$ cat config.mk
export PLATFORM = sky130hd
export DESIGN_NAME = branch_predictor_table_flat
export DESIGN_NICKNAME = d
export VERILOG_FILES = /design/src/rtl/branch_predictor_table_pkg.sv /design/src/rtl/branch_predictor_table_if.sv /design/src/rtl/branch_predictor_table_sat_counter2.sv /design/src/rtl/branch_predictor_table.sv /design/src/flat_wrapper.sv
export SDC_FILE = /design/constraint.sdc
export NUM_CORES = 1
export LEC_CHECK = 0
export CORE_MARGIN = 2
export CORE_UTILIZATION = 25
export CTS_CLUSTER_DIAMETER = 200
export DETAILED_ROUTE_END_ITERATION = 7
export SYNTH_ARGS = -nofsm -noshare
export SYNTH_HDL_FRONTEND = slang
export SYNTH_SLANG_ARGS = --single-unit
$ cat constraint.sdc
create_clock -name clk -period 3.5 [get_ports clk]
set_input_delay 0.525 -clock clk [delete_from_list [all_inputs] [get_ports clk]]
set_output_delay 0.525 -clock clk [all_outputs]
set_load 0.01 [all_outputs]
$ cat src/rtl/branch_predictor_table_pkg.sv
// ---------------------------------------------------------------------------
// branch_predictor_table_pkg
// Shared definitions for the branch direction predictor.
//   - W_BRID          : width of a branch identifier tag
//   - cnt_e           : 2-bit saturating counter states
//   - MODE_BIMODAL/MODE_GSHARE : index formation modes
// No ports (package).
// ---------------------------------------------------------------------------
package branch_predictor_table_pkg;

   localparam int W_BRID = 2;

   typedef enum logic [1:0] {
      SNT = 2'b00,
      WNT = 2'b01,
      WT  = 2'b10,
      ST  = 2'b11
   } cnt_e;

   localparam int MODE_BIMODAL = 0;
   localparam int MODE_GSHARE  = 1;

endpackage

$ cat src/rtl/branch_predictor_table_if.sv
// ---------------------------------------------------------------------------
// branch_predictor_table_if
// Bundles the prediction request/response and the resolution update
// signals of the branch predictor.
//   master : fetch / resolution side (drives *_i, observes *_o)
//   slave  : the predictor table      (observes *_i, drives *_o)
// Parameters must match those of the predictor instance it connects to.
// ---------------------------------------------------------------------------
interface branch_predictor_table_if #(
   parameter int W_PC      = 32,
   parameter int LOG_ENTRY = 6,
   parameter int W_GHR     = 6
) ();

   logic                 pred_v_i;
   logic [W_PC-1:0]      pred_pc_i;
   logic                 pred_v_o;
   logic                 pred_taken_o;
   logic [1:0]           pred_cnt_o;
   logic [LOG_ENTRY-1:0] pred_idx_o;
   logic [W_GHR-1:0]     pred_ghr_o;

   logic                 upd_v_i;
   logic [LOG_ENTRY-1:0] upd_idx_i;
   logic                 upd_taken_i;
   logic                 upd_miss_i;
   logic [W_GHR-1:0]     upd_ghr_i;

   modport master (
      output pred_v_i, pred_pc_i,
      output upd_v_i, upd_idx_i, upd_taken_i, upd_miss_i, upd_ghr_i,
      input  pred_v_o, pred_taken_o, pred_cnt_o, pred_idx_o, pred_ghr_o
   );

   modport slave (
      input  pred_v_i, pred_pc_i,
      input  upd_v_i, upd_idx_i, upd_taken_i, upd_miss_i, upd_ghr_i,
      output pred_v_o, pred_taken_o, pred_cnt_o, pred_idx_o, pred_ghr_o
   );

endinterface

$ cat src/rtl/branch_predictor_table_sat_counter2.sv
// ---------------------------------------------------------------------------
// sat_counter2
// Combinational next-state function of a 2-bit saturating counter.
//   cnt_i   : current counter value
//   taken_i : branch outcome (1 = count up, 0 = count down)
//   cnt_o   : next counter value, clamped to [0,3]
// ---------------------------------------------------------------------------
module sat_counter2
   import branch_predictor_table_pkg::*;
(
   input  logic [1:0] cnt_i,
   input  logic       taken_i,
   output logic [1:0] cnt_o
);

   // Step toward the outcome, holding at the strong end states.
   always_comb begin
      cnt_o = cnt_i;
      if (taken_i) begin
         if (cnt_i != ST) begin
            cnt_o = cnt_i + 2'd1;
         end
      end else if (cnt_i != SNT) begin
         cnt_o = cnt_i - 2'd1;
      end
   end

endmodule

$ cat src/rtl/branch_predictor_table.sv
// ---------------------------------------------------------------------------
// branch_predictor_table
// Bimodal / gshare branch direction predictor built from 2^LOG_ENTRY
// 2-bit saturating counters plus a speculative global history register.
// Ports:
//   clk   : clock
//   reset : asynchronous, active-low reset
//   bus   : branch_predictor_table_if.slave
//           pred_v_i/pred_pc_i request a prediction; one cycle later
//           pred_v_o, pred_taken_o, pred_cnt_o, pred_idx_o, pred_ghr_o.
//           upd_v_i/upd_idx_i/upd_taken_i train a counter; upd_miss_i with
//           upd_ghr_i repairs the history after a mispredict.
// ---------------------------------------------------------------------------
module branch_predictor_table
   import branch_predictor_table_pkg::*;
#(
   parameter int         W_PC      = 32,
   parameter int         LOG_ENTRY = 6,
   parameter int         W_GHR     = 6,
   parameter int         MODE      = MODE_GSHARE,
   parameter logic [1:0] INIT_CNT  = 2'b11
) (
   input  logic                    clk,
   input  logic                    reset,
   branch_predictor_table_if.slave bus
);

   localparam int ENTRIES = 1 << LOG_ENTRY;

   logic [1:0]           table_q [ENTRIES];
   logic [W_GHR-1:0]     ghr_q;

   logic [LOG_ENTRY-1:0] pc_idx;
   logic [LOG_ENTRY-1:0] rd_idx;
   logic [1:0]           rd_cnt_raw;
   logic [1:0]           rd_cnt;
   logic [1:0]           byp_next;
   logic [1:0]           upd_cur;
   logic [1:0]           upd_next;
   logic                 rd_bypass;
   logic                 repair;

   logic                 pred_v_q;
   logic [1:0]           pred_cnt_q;
   logic [LOG_ENTRY-1:0] pred_idx_q;
   logic [W_GHR-1:0]     pred_ghr_q;

   logic                 unused_pc;

   // PC bits above the index and the byte offset never reach the table.
   assign unused_pc = ^{bus.pred_pc_i[W_PC-1:LOG_ENTRY+2], bus.pred_pc_i[1:0]};

   assign pc_idx = bus.pred_pc_i[LOG_ENTRY+1:2];

   generate
      if (MODE == MODE_GSHARE) begin : g_gshare
         assign rd_idx = pc_idx ^ LOG_ENTRY'(ghr_q);
      end else begin : g_bimodal
         assign rd_idx = pc_idx;
      end
   endgenerate

   assign upd_cur    = table_q[bus.upd_idx_i];
   assign rd_cnt_raw = table_q[rd_idx];

   sat_counter2 u_upd_cnt (
      .cnt_i   (upd_cur),
      .taken_i (bus.upd_taken_i),
      .cnt_o   (upd_next)
   );

   // Same next-state function applied to the read entry, so a same-cycle
   // update to that entry is visible to the prediction without a second
   // read port on the write side.
   sat_counter2 u_byp_cnt (
      .cnt_i   (rd_cnt_raw),
      .taken_i (bus.upd_taken_i),
      .cnt_o   (byp_next)
   );

   assign rd_bypass = bus.upd_v_i && (bus.upd_idx_i == rd_idx);
   assign rd_cnt    = rd_bypass ? byp_next : rd_cnt_raw;
   assign repair    = bus.upd_v_i && bus.upd_miss_i;

   // Counter table: flop array so reset can load every entry at once.
   always_ff @(posedge clk or negedge reset) begin
      if (!reset) begin
         for (int i = 0; i < ENTRIES; i++) begin
            table_q[i] <= INIT_CNT;
         end
      end else if (bus.upd_v_i) begin
         table_q[bus.upd_idx_i] <= upd_next;
      end
   end

   // History: a repair wins over the speculative shift because the
   // same-cycle fetch is on the flushed path.
   always_ff @(posedge clk or negedge reset) begin
      if (!reset) begin
         ghr_q <= '0;
      end else if (repair) begin
         ghr_q <= {bus.upd_ghr_i[W_GHR-2:0], bus.upd_taken_i};
      end else if (bus.pred_v_i) begin
         ghr_q <= {ghr_q[W_GHR-2:0], rd_cnt[1]};
      end
   end

   // Registered prediction; payload holds its value between requests.
   always_ff @(posedge clk or negedge reset) begin
      if (!reset) begin
         pred_v_q   <= 1'b0;
         pred_cnt_q <= 2'b00;
         pred_idx_q <= '0;
         pred_ghr_q <= '0;
      end else begin
         pred_v_q <= bus.pred_v_i;
         if (bus.pred_v_i) begin
            pred_cnt_q <= rd_cnt;
            pred_idx_q <= rd_idx;
            pred_ghr_q <= ghr_q;
         end
      end
   end

   assign bus.pred_v_o     = pred_v_q;
   assign bus.pred_cnt_o   = pred_cnt_q;
   assign bus.pred_taken_o = pred_cnt_q[1];
   assign bus.pred_idx_o   = pred_idx_q;
   assign bus.pred_ghr_o   = pred_ghr_q;

endmodule

$ cat src/flat_wrapper.sv
// flat-port wrapper written by rule: the top's interface ports become plain ports
module branch_predictor_table_flat import branch_predictor_table_pkg::*;
#(
   parameter int         W_PC      = 32,
   parameter int         LOG_ENTRY = 6,
   parameter int         W_GHR     = 6,
   parameter int         MODE      = MODE_GSHARE,
   parameter logic [1:0] INIT_CNT  = 2'b11
)
  (clk, reset, bus_pred_v_i, bus_pred_pc_i, bus_upd_v_i, bus_upd_idx_i, bus_upd_taken_i, bus_upd_miss_i, bus_upd_ghr_i, bus_pred_v_o, bus_pred_taken_o, bus_pred_cnt_o, bus_pred_idx_o, bus_pred_ghr_o);
  branch_predictor_table_if #(.W_PC(W_PC), .LOG_ENTRY(LOG_ENTRY), .W_GHR(W_GHR)) bus_i ();
  input  logic clk;
  input  logic reset;
  input wire logic [$bits(bus_i.pred_v_i)-1:0] bus_pred_v_i;
  input wire logic [$bits(bus_i.pred_pc_i)-1:0] bus_pred_pc_i;
  input wire logic [$bits(bus_i.upd_v_i)-1:0] bus_upd_v_i;
  input wire logic [$bits(bus_i.upd_idx_i)-1:0] bus_upd_idx_i;
  input wire logic [$bits(bus_i.upd_taken_i)-1:0] bus_upd_taken_i;
  input wire logic [$bits(bus_i.upd_miss_i)-1:0] bus_upd_miss_i;
  input wire logic [$bits(bus_i.upd_ghr_i)-1:0] bus_upd_ghr_i;
  output wire logic [$bits(bus_i.pred_v_o)-1:0] bus_pred_v_o;
  output wire logic [$bits(bus_i.pred_taken_o)-1:0] bus_pred_taken_o;
  output wire logic [$bits(bus_i.pred_cnt_o)-1:0] bus_pred_cnt_o;
  output wire logic [$bits(bus_i.pred_idx_o)-1:0] bus_pred_idx_o;
  output wire logic [$bits(bus_i.pred_ghr_o)-1:0] bus_pred_ghr_o;
  assign bus_i.pred_v_i = bus_pred_v_i;
  assign bus_i.pred_pc_i = bus_pred_pc_i;
  assign bus_i.upd_v_i = bus_upd_v_i;
  assign bus_i.upd_idx_i = bus_upd_idx_i;
  assign bus_i.upd_taken_i = bus_upd_taken_i;
  assign bus_i.upd_miss_i = bus_upd_miss_i;
  assign bus_i.upd_ghr_i = bus_upd_ghr_i;
  assign bus_pred_v_o = bus_i.pred_v_o;
  assign bus_pred_taken_o = bus_i.pred_taken_o;
  assign bus_pred_cnt_o = bus_i.pred_cnt_o;
  assign bus_pred_idx_o = bus_i.pred_idx_o;
  assign bus_pred_ghr_o = bus_i.pred_ghr_o;
  branch_predictor_table #(.W_PC(W_PC), .LOG_ENTRY(LOG_ENTRY), .W_GHR(W_GHR), .MODE(MODE), .INIT_CNT(INIT_CNT)) u_core (.clk(clk), .reset(reset), .bus(bus_i));
endmodule
==> key figures, run 1 <==
Placed design
  • Port Buffer Count: 38
  • Final GP Congestion: 0.842
  • DP Wirelength: 16900 um

Routing
  • Final WL: 23800 um
  • Average wire per standard cell: 19.6 um
  • Antenna-violating nets left: 0
  • Drt drc: 0
  • Via Count: 6006
  • Vias per inst: 4.94
  • First-pass iteration count of the detailed router: 5
  • Initial DRC count: 472

STA
  • Slew @ Worst Pin: 1.03 ns
  • Setup violations, final: 0
  • Max Slew Vio Count: 0
  • Final worst path period need: 3.10 ns
  • Headroom to the max-slew limit: 30.8%
  • Final period utilization: 88.5%
  • TNS Setup: 0 ns
  • Unrepaired setup endpoints after global routing: no
  • Fmax: 323 MHz
  • Final Hold Viols: 0
  • Final Skew: 0.0149 ns

Critical path
  • R2r endpoint: u_core.ghr_q[0]
  • Crit path kind: input port to flop
  • Worst r2r src: u_core.ghr_q[3]
  • WP data required: 3.85 ns
  • Crit Path Max Fanout: 20
  • CP dominant cell by count: buf_4
  • Slowest cell delay on critical path: 0.47 ns
  • Type of origin of the critical path: input port
  • Crit path max-delay cell type: nor2b_1
  • Critical path cell sequence: clkdlybuf4s50_1 > buf_12 > nor2b_1 > buf_4 > a22o_1 > nand2_1 > a31oi_1 > nor3_1 > and3_1 > maj3_2 > buf_4 > mux2_2
  • Internal reg-to-reg setup slack: 0.53 ns
  • Element type at the critical path end: flop
  • Data arrival, critical path: 3.45 ns
  • Depth of the worst register-to-register path: 8

Synthesis
  • Async SR Flop Fraction: 100%
  • Yosys warns: 0
  • Mapped Avg Cell Area: 12.5 um2
  • Cells after Synth: 685
  • Synth Net Count: 735
  • Number of distinct library cells after synthesis: 57
  • Predominant post-synthesis flop cell: dfstp_2
  • EDFF count, synth: 0
  • Post-synthesis sequential area ratio: 45.3%
  • Cell Area, Synth: 0.00859 mm2
  • Register bit total from synthesis: 149

Clock network
  • Post-CTS Setup Inserts: 0
  • Hold buffer count at CTS: 0
  • CTS Buf Count: 17
  • Clock Path Buffers: 2
  • Root buf cell: clkbuf_16
  • Sink Count: 149
  • Clock transition at path regs: 0.06 ns
  • Max H-tree Level: 4
  • Worst-Skew Late Latency: 0.44 ns
  • CTS tree: built
  • PostCTS Resize Cnt: 0

Job
  • Maxcap violations: 0

GRT
  • Gr ovfl total: 0
  • Largest net degree at the start of global routing: 98
  • GRT Util Overall: 13.7%
  • Initial antenna violation count: 1
  • First-pass GRT wire length: 37300 um
  • Vias in the first global route: 6109

Floorplanning
  • Initial Utilization: 25.5%
  • Total Die Area: 0.0358 mm2
  • Die extent in y: 189 um
  • IO Pins: 66
  • Rows: 67
  • Die outline width: 189 um
  • Total core area: 0.0337 mm2

Finish
  • Share of cells above drive strength 1: 55.2%
  • Nets@finish: 805
  • Synth-to-Final Area Change: 22.7%
  • Most frequent cells in the layout: mux2_2, dfstp_2, nor2_1
  • # fillers: 3358
  • Most common cell after layout, fill and taps aside: mux2_2

Outcome
  • Outcome: complete, no violations

Power
  • Power Dens Cells: 537 mW/mm2
  • Peak VDD IR: 264 uV
  • Leakage: 4.01 nW
  • Tot Pwr: 5.66 mW

Hold path
  • Min-Delay Path Class: input port to async pin
==> how the worst max path moves through the flow <==
stage / start / end / slack [ns] / depth (start not counted)
2_1_floorplan: bus_upd_idx_i[2] / u_core.table_q[102] / 0.64 / 9
3_3_place_gp: bus_upd_idx_i[0] / u_core.table_q[97] / 0.02 / 10
3_5_place_dp: bus_upd_idx_i[0] / u_core.table_q[16] / -0.04 / 10
4_1_cts: bus_upd_idx_i[0] / u_core.table_q[16] / 0.41 / 10
5_1_grt: bus_upd_idx_i[2] / u_core.table_q[65] / 0.31 / 10
6_report: bus_upd_idx_i[0] / u_core.table_q[16] / 0.40 / 12
==> layer usage <==
metal  wire (um)  global-route usage [%]
met2       11000                    21.4
met4         306                    3.94
met3        1540                    3.21
met1       11000                    18.9
met5           0                       0
==> cells by family after synthesis <==
group           count (synthesis)  synth area share (%)
buf+inv                        51                  3.00
fa+ha+maj                       2                 0.262
mux                           221                  34.7
compound gates                 77                  6.00
xor+xnor                       17                  1.82
simple gates                  168                  8.93
flops                         149                  45.3
==> worst max-delay path, delay by kind of cell <==
| family | cells | cell delay, ns |
|---|---|---|
| simple gates | 4 | 0.82 |
| fa+ha+maj | 1 | 0.38 |
| buf+inv | 4 | 1.06 |
| compound gates | 2 | 0.39 |
| mux | 1 | 0.27 |
==> area by class of cell <==
| cell class | count | area (um2) | share of cell area [%] |
|---|---|---|---|
| multi-input cells | 485 | 4470 | 42.4 |
| flip-flops and latches | 149 | 3890 | 36.9 |
| repair buffers | 101 | 1010 | 9.56 |
| well taps | 448 | 561 | 5.32 |
| clock buffers | 20 | 468 | 4.44 |
| clock inverters | 12 | 141 | 1.34 |
| inverters | 1 | 3.75 | 0.0356 |
| diodes | 1 | 2.50 | 0.0237 |
==> report_power, final <==
part | switching, mW | total [mW] | internal, mW
sequential | 0.184 | 2.25 | 2.07
combinational | 0.736 | 1.52 | 0.781
clock | 0.768 | 1.89 | 1.12
total | 1.69 | 5.66 | 3.97
==> per-stage QoR <==
step                instance area (um2)  hold slack (ns)  cells  setup slack [ns]  utilization, %
floorplan                          8590            0.229    685             0.638               -
global placement                   9930            0.493   1184            0.0187            29.5
detailed placement                 9930            0.496   1184           -0.0379            29.5
CTS                               10500            0.218   1216             0.411            31.3
global route                      10500            0.231   1216             0.307            31.3
finish                            10500            0.182   1217             0.401            31.3
==> Yosys cell counts (12+ instances only) <==
| master | number | area, um2 |
|---|---|---|
| mux4_2 | 44 | 991 |
| mux2i_1 | 32 | 320 |
| clkbuf_1 | 14 | 52.6 |
| dfrtp_1 | 21 | 526 |
| dfstp_2 | 128 | 3360 |
| nand3_1 | 13 | 65.1 |
| nand2_1 | 51 | 191 |
| buf_2 | 21 | 105 |
| xnor2_1 | 12 | 105 |
| mux2_2 | 142 | 1600 |
| a21oi_1 | 20 | 100 |
| nor2_1 | 61 | 229 |
==> state kept, by name, summed over array words and instances, names as in the netlist <==
register	cells
u_core.bus.pred_ghr_o	6
u_core.bus.pred_v_o	1
u_core.ghr_q	6
u_core.bus.pred_idx_o	6
u_core.table_q	128
u_core.bus.pred_cnt_o	2
Note: power is estimated with default switching activity, not from simulation.
==> run 2, diff against run 1 <==
- HOLD_SLACK_MARGIN: not set -> 0.02
- PLACE_DENSITY: not set -> 0.38
==> run 2 against run 1 <==
Clock-buffer cell count is 2 lower. Sequential power about the same. Combinational power up 3%. Hold slack got worse by 0.045 ns. Cell area increased by 0.20%. Die area stayed put. Fmax grew 1.4%. Register-to-register slack better by 0.13 ns. Largest cell class unchanged. Highest routed layer unchanged.
==> key figures, run 2 (same netlist as run 1, synthesis figures left out) <==
Clock network
  • Clock transition at path regs: 0.07 ns
  • PostCTS Resize Cnt: 0
  • Clock Path Buffers: 2
  • CTS Buf Count: 17
  • Max H-tree Level: 4
  • Root buf cell: clkbuf_16
  • Post-CTS Setup Inserts: 0
  • Sink Count: 149
  • CTS tree: built
  • Hold buffer count at CTS: 0
  • Worst-Skew Late Latency: 0.44 ns

Finish
  • Max FFs per register: 128
  • Most frequent cells in the layout: mux2_2, dfstp_2, nor2_1
  • Synth-to-Final Area Change: 23.0%
  • Most common cell after layout, fill and taps aside: mux2_2
  • Share of cells above drive strength 1: 55.3%
  • Post-route cell area: 0.0106 mm2
  • Nets@finish: 805
  • Antenna cells: 0
  • Post-layout util: 31.3%
  • Largest Register: u_core.table_q

GRT
  • Gr ovfl total: 0
  • Met1 GRT Util: 22.4%
  • Busiest layer in global routing: met2
  • Initial antenna violation count: 0
  • GRT Util Overall: 16.3%
  • GRT met2 Usage: 25.7%
  • First-pass GRT wire length: 42900 um
  • Vias in the first global route: 6546
  • Met3 usage: 3.39%
  • Largest net degree at the start of global routing: 81

Routing
  • Via Count: 6039
  • Average wire per standard cell: 23.2 um
  • Initial DRC count: 349
  • First-pass iteration count of the detailed router: 4
  • Vias per inst: 4.97
  • Antenna-violating nets left: 0
  • Drt drc: 0
  • Final WL: 28200 um

STA
  • Headroom to the max-slew limit: 24.7%
  • Unrepaired setup endpoints after global routing: no
  • Final Hold Viols: 0
  • Setup violations, final: 0
  • Final period utilization: 87.3%
  • Fmax: 327 MHz
  • Worst setup margin: 0.443 ns
  • TNS Setup: 0 ns
  • Slew @ Worst Pin: 1.12 ns
  • Final Skew: 0.0118 ns
  • Max Slew Vio Count: 0
  • Final worst path period need: 3.06 ns

Placed design
  • Port Buffer Count: 38
  • DP Wirelength: 20100 um
  • Final GP Congestion: 0.789
  • DP Worst Slack: 0.0478 ns
  • DP Area: 0.00991 mm2

Outcome
  • Outcome: complete, no violations

Critical path
  • Internal reg-to-reg setup slack: 0.66 ns
  • Crit path kind: input port to flop
  • Crit path max-delay cell type: or4_1
  • Crit Path Max Fanout: 36
  • Slowest cell delay on critical path: 0.58 ns
  • R2r endpoint: u_core.table_q[119]
  • Data arrival, critical path: 3.42 ns
  • WP data required: 3.86 ns
  • Type of origin of the critical path: input port
  • Worst r2r src: u_core.table_q[41]
  • Critical path cell sequence: buf_2 > buf_4 > mux2i_1 > o211ai_1 > a22oi_1 > o22ai_1 > or4_1 > maj3_2 > buf_12 > mux2_2
  • Depth of the worst register-to-register path: 8
  • Element type at the critical path end: flop

Hold path
  • Min-Delay Path Class: input port to async pin

Floorplanning
  • IO Pins: 66
  • Total Die Area: 0.0358 mm2
  • Initial Utilization: 25.5%
  • Die extent in y: 189 um
  • Die outline width: 189 um
  • Total core area: 0.0337 mm2
  • Rows: 67

Power
  • Leakage: 4.02 nW
  • Peak VDD IR: 348 uV
  • Power Dens Cells: 563 mW/mm2

Job
  • Maxcap violations: 0
## run 2: cell count changes in the layout (fill, tap and decap cells not counted), sizes merged
cell | before | now
clkinv | 5 | 2
bufinv | 2 | 5
clkinvlp | 2 | 3
clkdlybuf4s50 | 35 | 34
clkbuf | 20 | 18
inv | 4 | 5
diode | 1 | 0
buf | 66 | 67
## run 2: critical path: cells and delay by family
kind,cells,cell delay (ns)
compound gates,3,0.55
fa+ha+maj,1,0.38
buf+inv,3,0.77
mux,2,0.57
simple gates,1,0.58
## run 2: area by class of cell
class / count / area [um2]
Fill cell: 3420 / 23100
Multi-Input combinational cell: 485 / 4470
Sequential cell: 149 / 3890
Timing Repair Buffer: 101 / 990
Tap cell: 448 / 561
Clock buffer: 18 / 429
Clock inverter: 14 / 221
Inverter: 1 / 3.75
## run 2: how the worst max path moves through the flow
stage | startpoint | to | cells after the start
5_1_grt | bus_pred_pc_i[3] | u_core.bus.pred_cnt_o[1] | 10
4_1_cts | bus_pred_pc_i[3] | u_core.bus.pred_cnt_o[1] | 10
3_5_place_dp | bus_pred_pc_i[3] | u_core.bus.pred_cnt_o[1] | 10
6_report | bus_upd_idx_i[2] | u_core.table_q[119] | 10
3_3_place_gp | bus_pred_pc_i[3] | u_core.bus.pred_cnt_o[1] | 10
2_1_floorplan | bus_upd_idx_i[2] | u_core.table_q[102] | 9
## run 2: metrics by stage
stage / total power, mW / hold WS, ns / cells
after floorplan: 3.14 / 0.229 / 685
after global placement: 3.84 / 0.491 / 1184
after detailed placement: 3.86 / 0.510 / 1184
after CTS: 6.01 / 0.155 / 1216
after global routing: 6.22 / 0.193 / 1216
final: 5.94 / 0.137 / 1216
## run 2: report_power, final
group          switching (mW)  leakage, nW  internal [mW]
Clock                   0.838        0.308           1.28
Combinational           0.775         2.15          0.786
Sequential              0.196         1.56           2.07
## run 2: routing by layer
| metal | part of all wire, % | vias up |
|---|---|---|
| li1 | - | 2685 |
| met1 | 47 | 3156 |
| met2 | 46 | 160 |
| met3 | 4.4 | 38 |
| met4 | 2.4 | 0 |
| met5 | 0 | - |
==> run 3, diff against run 2 <==
- HOLD_SLACK_MARGIN: 0.02 -> 0.05
- PLACE_DENSITY: 0.38 -> 0.39
==> run 3 against run 2 <==
Sequential power barely moved. Routed wire length down 2.4%. Die area did not move. Hold slack got worse by 0.020 ns. Largest power group unchanged. Highest routed layer unchanged.
==> key figures, run 3 (same netlist as run 1, synthesis figures left out) <==
Outcome
  • Outcome: complete, no violations

GRT
  • Initial antenna violation count: 0
  • Gr ovfl total: 0
  • Vias in the first global route: 6511
  • First-pass GRT wire length: 42300 um
  • Largest net degree at the start of global routing: 84
  • GRT Util Overall: 15.8%

STA
  • Final hold slack: 0.117 ns
  • Headroom to the max-slew limit: 27.2%
  • Setup violations, final: 0
  • Fmax: 335 MHz
  • TNS Setup: 0 ns
  • Slew @ Worst Pin: 1.08 ns
  • Final worst path period need: 2.99 ns
  • Unrepaired setup endpoints after global routing: no
  • Final Skew: 0.0194 ns
  • Final Hold Viols: 0
  • Max Slew Vio Count: 0
  • Final period utilization: 85.4%

Clock network
  • PostCTS Resize Cnt: 0
  • Clock transition at path regs: 0.08 ns
  • Sink Count: 149
  • CTS Buf Count: 17
  • Post-CTS Setup Inserts: 0
  • Clock Path Buffers: 2
  • Root buf cell: clkbuf_16
  • Worst-Skew Late Latency: 0.44 ns
  • Max H-tree Level: 4
  • Hold buffer count at CTS: 0
  • CTS tree: built

Power
  • Peak VDD IR: 365 uV
  • Power Dens Cells: 537 mW/mm2
  • Leakage: 4.05 nW

Routing
  • Vias per inst: 4.99
  • Average wire per standard cell: 22.4 um
  • Antenna-violating nets left: 0
  • M1 WL: 13500 um
  • First-pass iteration count of the detailed router: 6
  • Met3 WL: 905 um
  • Via Count: 6134
  • Drt drc: 0
  • Routed wl met2: 12700 um
  • Top routing layer in use: met4
  • Final WL: 27500 um
  • Initial DRC count: 392

Critical path
  • Crit path kind: input port to flop
  • Depth of the worst register-to-register path: 9
  • Crit Path Max Fanout: 19
  • Element type at the critical path end: flop
  • WP data required: 3.76 ns
  • Data arrival, critical path: 3.25 ns
  • Internal reg-to-reg setup slack: 0.66 ns
  • Type of origin of the critical path: input port

Finish
  • # fillers: 3440
  • Most frequent cells in the layout: mux2_2, dfstp_2, buf_4
  • Share of cells above drive strength 1: 56.3%
  • Nets@finish: 819
  • Antenna cells: 0
  • Synth-to-Final Area Change: 23.4%
  • Max FFs per register: 128
  • Most common cell after layout, fill and taps aside: mux2_2
  • Largest Register: u_core.table_q

Placed design
  • Port Buffer Count: 38
  • Final GP Congestion: 0.808
  • DP Wirelength: 20000 um

Job
  • Maxcap violations: 0

Floorplanning
  • Initial Utilization: 25.5%
  • Die extent in y: 189 um
  • IO Pins: 66
  • Total core area: 0.0337 mm2
  • Rows: 67
  • Total Die Area: 0.0358 mm2
  • Die outline width: 189 um

Hold path
  • Min-Delay Path Class: input port to async pin
## run 3: where the power goes
group          internal (mW)  leakage [nW]  switching (mW)
Combinational          0.786          2.21           0.777
Clock                   1.07         0.279           0.802
Sequential              2.07          1.56           0.190
## run 3: routing by layer
metal,track usage (%),vias to the layer above
met2,25.3,129
li1,-,2729
met4,3.79,0
met3,2.34,17
met5,0,-
met1,22.5,3259
## run 3: stage by stage
step / setup WS, ns / utilization (%) / cells / power (mW) / cell area, um2
finish: 0.513 / 31.4 / 1230 / 5.69 / 10600
CTS: 0.488 / 31.4 / 1230 / 5.76 / 10600
global placement: 0.0917 / 29.7 / 1198 / 3.84 / 10000
detailed placement: 0.0545 / 29.7 / 1198 / 3.86 / 10000
floorplan: 0.638 / - / 685 / 3.14 / 8590
global route: 0.360 / 31.4 / 1230 / 5.96 / 10600
## run 3: critical path, stage by stage
cell             delay, ns
clkdlybuf4s50_1       0.62
xor2_4                0.19
buf_12                0.23
buf_4                 0.17
mux4_2                0.48
mux2i_1               0.21
buf_4                 0.17
o21ai_0               0.07
and4_1                0.21
o2bb2a_1              0.27
a31oi_1               0.08
## run 3: layout make-up
type	instances	area, um2	share of cell area (%)
well taps	448	561	5.29
multi-input cells	485	4470	42.2
repair buffers	115	1080	10.2
clock buffers	21	480	4.54
flip-flops and latches	149	3890	36.7
clock inverters	11	113	1.06
inverters	1	3.75	0.0354
## run 3: path summary, 6_finish.rpt
path / endpoint / from
min in group clk: u_core.bus.pred_ghr_o[4] / u_core.bus.pred_ghr_o[4]
max in group asynchronous: u_core.table_q[63] / reset
max: u_core.bus.pred_cnt_o[1] / bus_pred_pc_i[3]
min: u_core.ghr_q[5] / reset
max reg2reg: u_core.bus.pred_cnt_o[1] / u_core.ghr_q[0]
min reg2reg: u_core.bus.pred_ghr_o[4] / u_core.bus.pred_ghr_o[4]
